File: src/rtl/data_sync_launch.sv
// Source-domain launcher for a multi-cycle-path bus synchronizer: captures a word,
// holds it on unsync_bus and runs a 4-phase request/ack handshake with the destination.
module data_sync_launch #(
  parameter int BUS_WIDTH  = 8,
  parameter int NUM_STAGES = 2,
  parameter int TIMEOUT    = 0
) (
  input  logic                 CLK,
  input  logic                 RST,
  input  logic [BUS_WIDTH-1:0] src_data,
  input  logic                 src_valid,
  output logic                 src_ready,
  input  logic                 ack_async,
  output logic [BUS_WIDTH-1:0] unsync_bus,
  output logic                 bus_enable,
  output logic                 done_pulse,
  output logic                 timeout_err
);

  localparam int CNT_W = (TIMEOUT > 0) ? $clog2(TIMEOUT + 1) : 1;
  localparam logic [CNT_W-1:0] CNT_LAST = CNT_W'((TIMEOUT > 0) ? TIMEOUT - 1 : 0);

  localparam logic [1:0] IDLE    = 2'd0;
  localparam logic [1:0] LOAD    = 2'd1;
  localparam logic [1:0] REQ     = 2'd2;
  localparam logic [1:0] RELEASE = 2'd3;

  logic [1:0]            state;
  logic [NUM_STAGES-1:0] ack_p0;
  logic                  ack_sync;
  logic [CNT_W-1:0]      req_cnt;
  logic                  accept;

  // Last REQ cycle before the word is abandoned; never true when TIMEOUT is 0.
  function automatic logic at_limit(input logic [CNT_W-1:0] cnt);
    return (TIMEOUT != 0) && (cnt == CNT_LAST);
  endfunction

  // ack_async synchronizer chain
  always_ff @(posedge CLK or negedge RST) begin
    if (!RST) ack_p0 <= '0;
    else      ack_p0 <= {ack_p0[NUM_STAGES-2:0], ack_async};
  end

  assign ack_sync  = ack_p0[NUM_STAGES-1];
  // A stale ack still high from the last word must drain before a new accept.
  assign src_ready = (state == IDLE) && !ack_sync;
  assign accept    = src_valid && src_ready;

  // Handshake FSM
  always_ff @(posedge CLK or negedge RST) begin
    if (!RST) begin
      state       <= IDLE;
      unsync_bus  <= '0;
      bus_enable  <= 1'b0;
      done_pulse  <= 1'b0;
      timeout_err <= 1'b0;
      req_cnt     <= '0;
    end else begin
      done_pulse  <= 1'b0;
      timeout_err <= 1'b0;
      case (state)
        IDLE: begin
          if (accept) begin
            unsync_bus <= src_data;
            state      <= LOAD;
          end
        end
        LOAD: begin
          bus_enable <= 1'b1;
          req_cnt    <= '0;
          state      <= REQ;
        end
        REQ: begin
          if (TIMEOUT != 0) req_cnt <= req_cnt + CNT_W'(1);
          if (ack_sync) begin
            bus_enable <= 1'b0;
            done_pulse <= 1'b1;
            state      <= RELEASE;
          end else if (at_limit(req_cnt)) begin
            bus_enable  <= 1'b0;
            timeout_err <= 1'b1;
            state       <= RELEASE;
          end
        end
        RELEASE: begin
          bus_enable <= 1'b0;
          if (!ack_sync) state <= IDLE;
        end
        default: state <= IDLE;
      endcase
    end
  end

endmodule
File: config.mk
export PLATFORM = sky130hd
export DESIGN_NAME = data_sync_launch
export DESIGN_NICKNAME = d
export VERILOG_FILES = /design/src/rtl/data_sync_launch.sv
export SDC_FILE = /design/constraint.sdc
export NUM_CORES = 1
export LEC_CHECK = 0
export BUFFER_PORTS_ARGS = -buffer_cell sky130_fd_sc_hd__buf_2
export CAP_MARGIN = 30
export CORE_UTILIZATION = 30
export CTS_CLUSTER_SIZE = 14
export DETAILED_ROUTE_END_ITERATION = 10
export GPL_ROUTABILITY_DRIVEN = 0
export SYNTH_ARGS = -nofsm -noshare
export SYNTH_HDL_FRONTEND = slang
export SYNTH_SLANG_ARGS = --single-unit
File: constraint.sdc
create_clock -name CLK -period 1.8 [get_ports CLK]
set_input_delay 0 -clock CLK [delete_from_list [all_inputs] [get_ports CLK]]
set_output_delay 0 -clock CLK [all_outputs]
set_load 0.005 [all_outputs]
Word level (Yosys, flattened, before mapping). Cells that the tools add are included.

Equality and inequality tests: 6. Mux-type cells: 8. Reduce and logical (&&, ||, !) cells: 8.

Operator list (count): 2-bit one-hot mux with 4 select lines (1); 2-bit two-way mux (3); 2-bit inequality test (second input constant) (3); 2-bit == test (second input constant) (2); 2-bit AND reduction (2); 1-bit two-way mux (3); 1-bit one-hot mux with 3 select lines (1); 3-bit AND reduction (1); 3-bit nonzero test (1); 2-bit by 1-bit == test with 1-bit output (second input constant) (1); 1-bit logical AND (2); 2-bit logical NOT (1); 1-bit logical NOT (1).

Register bits: 14. Bits of input ports: 12. Output and inout bits: 12. Logic and storage cells: 27.

Longest topological paths before layout. Gate-level depths: netlist of the first run.

Depth after elaboration: 5. Gate-level depth with buffers: 5. Mapped depth without buffers: 5.

Worst setup path after synthesis of the first run. OpenSTA, ideal clock, no wires.

Path type: register to register. From: reg state[0]. To: reg unsync_bus[0]. Library setup time: 125 ps. Data arrival time: 1357 ps. Required time: 1675 ps. Path slack: 319 ps. Stages on the path, launching flop included: 6. Buffers on the path: 0. Clock period less this slack: 1481 ps. Path through: dfrtp_1 > inv_1 > ha_1 > and2b_2 > nand2_2 > mux2_2.

Longest elaborated chain between the ends: 4.

RTL lines: start, declared (RTL line 28) `logic [1:0] state;`; start signal, assigned (RTL line 53) `state <= IDLE;`; start signal, assigned (RTL line 66) `state <= LOAD;`; start signal, assigned (RTL line 72) `state <= REQ;`; 2-bit logical NOT (RTL line 47) `assign src_ready = (state == IDLE) && !ack_sync;`; 1-bit logical AND (RTL line 47); via src_ready (RTL line 12) `output logic src_ready,`; 1-bit logical AND (RTL line 48) `assign accept = src_valid && src_ready;`; 2-bit AND reduction (no source line); end signal, assigned (RTL line 65) `unsync_bus <= src_data;`; end, declared (RTL line 14) `output logic [BUS_WIDTH-1:0] unsync_bus,`.

The timed path passes the listed nets, and every way through them passes these cells. A chain may end at the register's enable or synchronous reset.

Final worst setup path of the first run.
From: reg state[0]. To: reg unsync_bus[0].

Longest elaborated chain between the ends: 4.

RTL lines (RTL line): 2-bit logical NOT (*) (47, 62); 1-bit logical AND (47); 1-bit logical AND (48); 2-bit AND reduction (no source line) (*).

Mark *: on every way between the ends. The rest lies on a longest branch, timed or not.

==> results.md, run 1 <==
* Cell taking the most area after synthesis: dfrtp_1
* Nets at 94
* Timing-limited maximum frequency at 0.611 GHz
* Largest net degree at the start of global routing at 15
* Clk_skew at 0.00858 ns
* Main synth FF type: dfrtp_1
* EDFF count, synth at 0
* Drt first pass iters at 4
* Leakage at 0.425 nW
* Share of layout cells above drive strength 1 at 50.0%
* I/O pin cnt at 24
* Ys async rst share at 100%
* Synth cell count leaders: 14 x dfrtp_1, 9 x mux2_2, 3 x ha_1
* Syn_nets at 58
* CP bufs+invs at 1
* Die width at 46.5 um
* Register Area at 350 um^2
* Fin crit period at 1.64 ns
* Worst path top cell family by delay: simple AND/OR/NAND/NOR gates
* ANT cells at 0
* Detail Route Antenna Nets at 0
* CTS tree: yes
* Starting DRT DRC Count at 5
* Critical-path cell list: inv_1 > ha_1 > and2b_2 > nand2_2 > mux2_2
* Drt wl/cell at 10.4 um
* Max Fanout on Critical Path at 9
* Synth Register Bits at 14
* Core area at 1780 um^2
* Worst VDD drop at 0.000701 V
* Area Growth Syn to Fin at 45.6%
* Reg clk slew, reported paths at 0.08 ns
* Maximum clock path buffer count at 2
* Via density per instance at 4.26
* Final setup viols at 0
* Fin crit share at 90.9%
* Most frequent cell after synthesis: dfrtp_1
* Worst Hold Class: input pin to async pin
* Post-synth cell types at 16
* Area of the multi-input gates at 228 um^2
* Final wirelength at 1.07 mm
* Clock sink count at 14
* Post-route DRC at 0
* Avg Synthesized Cell Area at 13.8 um^2
* Synthesized cell area at 593 um^2
* Vias at 439
* Input/output buffers at 22
* Max-cap viol count at 0
* Detailed placement HPWL at 750 um
* Initial core utilization at 33.3%
* Register-to-Register Path Depth at 5
* Global route overflow at 0
* Die ar. at 2160 um^2
* Largest stage delay, worst path at 0.39 ns
* Outcome: completed
* Cts bufs inserted at 3
* Die H at 46.5 um
* Cell count after synthesis at 43
* Sequential-to-total area share from yosys stat at 59.1%
* Startpoint types: register
* Pins over their slew limit at 0
* FP Rows at 15
* Final hold vios at 0
* RSZ-0062 raised after global routing: false
* Post-synth top area share at 59.1%
* Slowest CP cell: dfrtp_1
* Top post-synthesis cells by area: dfrtp_1 59%, mux2_2 17%, ha_1 6.3%
* Fillcell total at 178
* First-pass GRT wire length at 1.61 mm
* Clock root buffer: clkbuf_4
* Worst path required time at 1.95 ns
* Power Total at 0.00121 W
* Initial antenna violation count at 0
* WS Path Type: register to register
* Tot GR Track Use at 11.4%
* Finished Cell Area at 863 um^2
* Clk_lat worst skew at 0.27 ns
* Crit path depth at 5
* CP Capture Type: register
* H-tree levels at 1
* Vias in the first global route at 402
* Critical path arrival at 1.79 ns
* TNS Setup at 0 ns
* Ys Warns at 0
* PD cells at 1400 nW/um^2
* Placed Area at 727 um^2
[flip-flops by register name, indices dropped and copies added, names as in the netlist]
name,cells
bus_enable,1
unsync_bus,8
state,2
done_pulse,1
ack_p0,2
[metal layers]
| metal | track usage (%) | wire length, um | vias to the layer above | part of all wire (%) |
|---|---|---|---|---|
| li1 | - | - | 216 | - |
| met1 | 12.0 | 448 | 199 | 42 |
| met2 | 16.7 | 495 | 22 | 46 |
| met3 | 9.02 | 110 | 2 | 10 |
| met4 | 4.71 | 17 | 0 | 1.6 |
| met5 | 0 | 0 | - | 0 |
[path summary, 6_finish.rpt]
kind	from	slack, ns	to
worst max-delay path	state[0]	0.16	unsync_bus[0]
min in group CLK	src_valid	0.20	state[0]
worst min-delay path	RST	0.14	done_pulse
max in group asynchronous	RST	1.42	ack_p0[1]
worst max register to register	state[0]	0.16	unsync_bus[0]
worst min register to register	ack_p0[0]	0.35	ack_p0[1]
[cell type report]
type                    instances  share of cell area (%)
inverters                       2                   0.870
flip-flops and latches         14                    40.6
clock buffers                   4                    4.20
well taps                      25                    3.62
repair buffers                 32                    24.3
multi-input cells              26                    26.4
[metrics by stage]
stage | setup WS [ns] | util [%] | hold WS (ns) | instances
floorplan | 0.319 | - | -0.296 | 43
global placement | 0.246 | 40.8 | -0.0946 | 89
detailed placement | 0.188 | 40.8 | -0.0879 | 89
CTS | 0.160 | 48.4 | 0.142 | 103
global route | 0.0649 | 48.4 | 0.154 | 103
finish | 0.165 | 48.4 | 0.139 | 103
[cell families (layout without fill, tap and decap cells)]
family / Yosys count / after routing / share of synthesized area, %
buffers and inverters: 3 / 38 / 2.53
other: 1 / 1 / 0.632
AOI/OAI and AO/OA: 6 / 6 / 6.12
and+or+nand+nor: 7 / 7 / 8.23
DFF: 14 / 14 / 59.1
muxes: 9 / 9 / 17.1
adders and majority gates: 3 / 3 / 6.33
[placed cells by master (no fill, tap or decap), types with 2 or more instances in the layout]
master / synthesis / layout
buf_2: 0 / 22
dfrtp_1: 14 / 14
dlygate4sd3_1: 0 / 10
mux2_2: 9 / 9
ha_1: 3 / 3
clkbuf_4: 0 / 3
inv_1: 2 / 2
and2b_2: 2 / 2
a21oi_1: 2 / 2
o21ai_0: 2 / 2
[power breakdown]
group	total [W]	switching, W	internal [W]
Combinational	0.000472	0.000198	0.000274
Sequential	0.000522	0.0000704	0.000451
Clock	0.000216	0.0000934	0.000123
Total	0.00121	0.000362	0.000848
[repair_timing]
action                     CTS  global route
setup buffers                0             0
hold endpoints to repair    23             0
setup endpoints to repair    0             0
hold buffers                10             0
gates resized for setup      0             0
Power figures use the tool's default switching activity.
==> run 2: changes to the inputs <==
==> config.mk (replaced) <==
export PLATFORM = sky130hd
export DESIGN_NAME = data_sync_launch
export DESIGN_NICKNAME = d
export VERILOG_FILES = /design/src/rtl/data_sync_launch.sv
export SDC_FILE = /design/constraint.sdc
export NUM_CORES = 1
export LEC_CHECK = 0
export CAP_MARGIN = 30
export CORE_UTILIZATION = 30
export CTS_CLUSTER_SIZE = 14
export DETAILED_ROUTE_END_ITERATION = 10
export DONT_BUFFER_PORTS = 1
export SYNTH_ARGS = -nofsm -noshare
export SYNTH_HDL_FRONTEND = slang
export SYNTH_SLANG_ARGS = --single-unit
==> constraint.sdc (replaced) <==
create_clock -name CLK -period 1.7 [get_ports CLK]
set_input_delay 0 -clock CLK [delete_from_list [all_inputs] [get_ports CLK]]
set_output_delay 0 -clock CLK [all_outputs]
set_load 0.005 [all_outputs]
==> run 2 against run 1 <==
  * Via count down 19%
  * Sequential power grew 11%
  * Wire length shrank 20%
  * Global-route usage is 2.6 points lower
  * Clock power up 4%
  * Clock skew shrank 0.0041 ns
  * Register-to-register slack about the same
  * Design area shrank 12%
  * Sequential cell count did not move
  * Worst setup slack better by 0.0039 ns
  * Largest power group unchanged
==> results.md, run 2 (same netlist as run 1, synthesis figures left out) <==
* Vias at 357 (-19%)
* Core area at 1780 um^2 (unchanged)
* Worst VDD drop at 0.000879 V (+25%)
* TNS Setup at 0 ns (unchanged)
* I/O pin cnt at 24 (unchanged)
* Max reg flops at 8 (unchanged)
* Reg-to-reg critical path startpoint: state[0]
* Timing-limited maximum frequency at 0.653 GHz (+6.8%)
* Final setup viols at 0 (unchanged)
* Slew HR at 59.4%
* Gp weighted congestion at 0.634
* H-tree levels at 1 (unchanged)
* Clk_lat worst skew at 0.27 ns (about the same)
* Register-to-Register Path Depth at 5 (unchanged)
* Die H at 46.5 um (unchanged)
* Worst path required time at 1.86 ns (-0.09 ns)
* Worst Hold Class: input pin to register
* RR Endpoint: unsync_bus[0]
* Most frequent cells in the layout: 14 x dfrtp_1, 10 x dlygate4sd3_1, 9 x mux2_2
* CP Capture Type: register
* Final wirelength at 862 um (-20%)
* Vias in the first global route at 314 (-22%)
* Clock root buffer: clkbuf_4
* Reg clk slew, reported paths at 0.07 ns (about the same)
* ANT cells at 0 (unchanged)
* Tot GR Track Use at 8.76% (-2.6 points)
* Global route overflow at 0 (unchanged)
* Startpoint types: register
* Post-route DRC at 0 (unchanged)
* Cell Count, Final, Fillers Out at 82 (-20%)
* Share of layout cells above drive strength 1 at 31.6% (-18 points)
* Die ar. at 2160 um^2 (unchanged)
* Starting DRT DRC Count at 3 (-2)
* Fin crit share at 90.1% (-0.77 points)
* Via density per instance at 4.35 (+2.1%)
* Hold-fix buffers at CTS at 10 (unchanged)
* Actual slew at the worst max-slew pin at 0.607 ns
* First-pass GRT wire length at 1.25 mm (-23%)
* Die width at 46.5 um (unchanged)
* RSZ-0062 raised after global routing: false
* Fillcell total at 164 (-7.9%)
* Area Growth Syn to Fin at 28.3%
* Fin crit period at 1.53 ns (-0.104 ns)
* Detail Route Antenna Nets at 0 (unchanged)
* Input/output buffers at 0 (-100%)
* PostCTS Resize Cnt at 0 (unchanged)
* Commonest non-fill, non-tap cell in the layout: dfrtp_1
* Final hold vios at 0 (unchanged)
* Clock sink count at 14 (unchanged)
* CTS tree: yes
* Leakage at 0.340 nW (-20%)
* Hold endpoint: state[0]
* WS Path Type: register to register
* Placed insts at 68 (-24%)
* Pins over their slew limit at 0 (unchanged)
* Max Fanout on Critical Path at 9 (unchanged)
* Largest net degree at the start of global routing at 15 (unchanged)
* PD cells at 1540 nW/um^2 (+10%)
* Critical path arrival at 1.69 ns (-0.10 ns)
* Maximum clock path buffer count at 2 (unchanged)
* Detailed placement HPWL at 631 um (-16%)
* Cts bufs inserted at 3 (unchanged)
* Max-cap viol count at 0 (unchanged)
* FF-to-FF setup slack at 0.17 ns (about the same)
* Outcome: completed
* Initial core utilization at 33.3% (unchanged)
* Drt first pass iters at 4 (unchanged)
* Top Registers: unsync_bus (8), ack_p0 (2), state (2)
* Min-delay src: src_valid
* Clk_skew at 0.00445 ns (-0.00413 ns)
* FP Rows at 15 (unchanged)
* Drt wl/cell at 10.5 um (+1.0%)
* Top reg by flops: unsync_bus
* Nets at 73 (-22%)
* Post-CTS Repair Setup Buffers at 0 (unchanged)
* Initial antenna violation count at 0 (unchanged)
* Hold depth at 2
run 2: area by class of cell:
| type | instances | area [um^2] | area share, % |
|---|---|---|---|
| Sequential cell | 14 | 350 | 46.1 |
| Multi-Input combinational cell | 26 | 228 | 29.9 |
| Timing Repair Buffer | 11 | 108 | 14.1 |
| Clock buffer | 4 | 36.3 | 4.77 |
| Tap cell | 25 | 31.3 | 4.11 |
| Inverter | 2 | 7.51 | 0.987 |
run 2: worst max-delay path by stage:
stage | startpoint | slack (ns) | endpoint | cells past startpoint
floorplan | state[0] | 0.22 | unsync_bus[0] | 5
global placement | state[0] | 0.18 | unsync_bus[0] | 5
detailed placement | state[0] | 0.17 | unsync_bus[7] | 5
CTS | state[0] | 0.16 | unsync_bus[2] | 5
global route | state[0] | 0.06 | unsync_bus[0] | 5
finish | state[0] | 0.17 | unsync_bus[0] | 5
run 2: per-layer routing:
metal	GRT usage [%]	share of wire, %
met2	11.7	46
met5	0	0
met1	10.4	45
met3	7.84	9.4
met4	1.76	0
run 2: worst max-delay path, cell delays in order, from the launching register on:
cell,delay (ns)
dfrtp_1,0.36
inv_1,0.08
ha_1,0.21
and2b_2,0.22
nand2_2,0.19
mux2_2,0.36
run 2: per-stage QoR:
| stage | total power (W) | worst slack, ns | hold slack [ns] | utilization [%] | area [um^2] |
|---|---|---|---|---|---|
| 2_1_floorplan | 0.000855 | 0.219 | -0.296 | - | 593 |
| 3_3_place_gp | 0.000927 | 0.177 | -0.295 | 35.0 | 624 |
| 3_5_place_dp | 0.000942 | 0.171 | -0.295 | 35.0 | 624 |
| 4_1_cts | 0.00120 | 0.163 | 0.0811 | 42.7 | 761 |
| 5_1_grt | 0.00128 | 0.0623 | 0.104 | 42.7 | 761 |
| 6_report | 0.00117 | 0.169 | 0.0848 | 42.7 | 761 |
run 2: power by group:
| group | switching (W) | internal (W) | total, W |
|---|---|---|---|
| combinational | 0.000155 | 0.000217 | 0.000372 |
| sequential | 0.0000984 | 0.000479 | 0.000577 |
| clock | 0.0000950 | 0.000130 | 0.000225 |
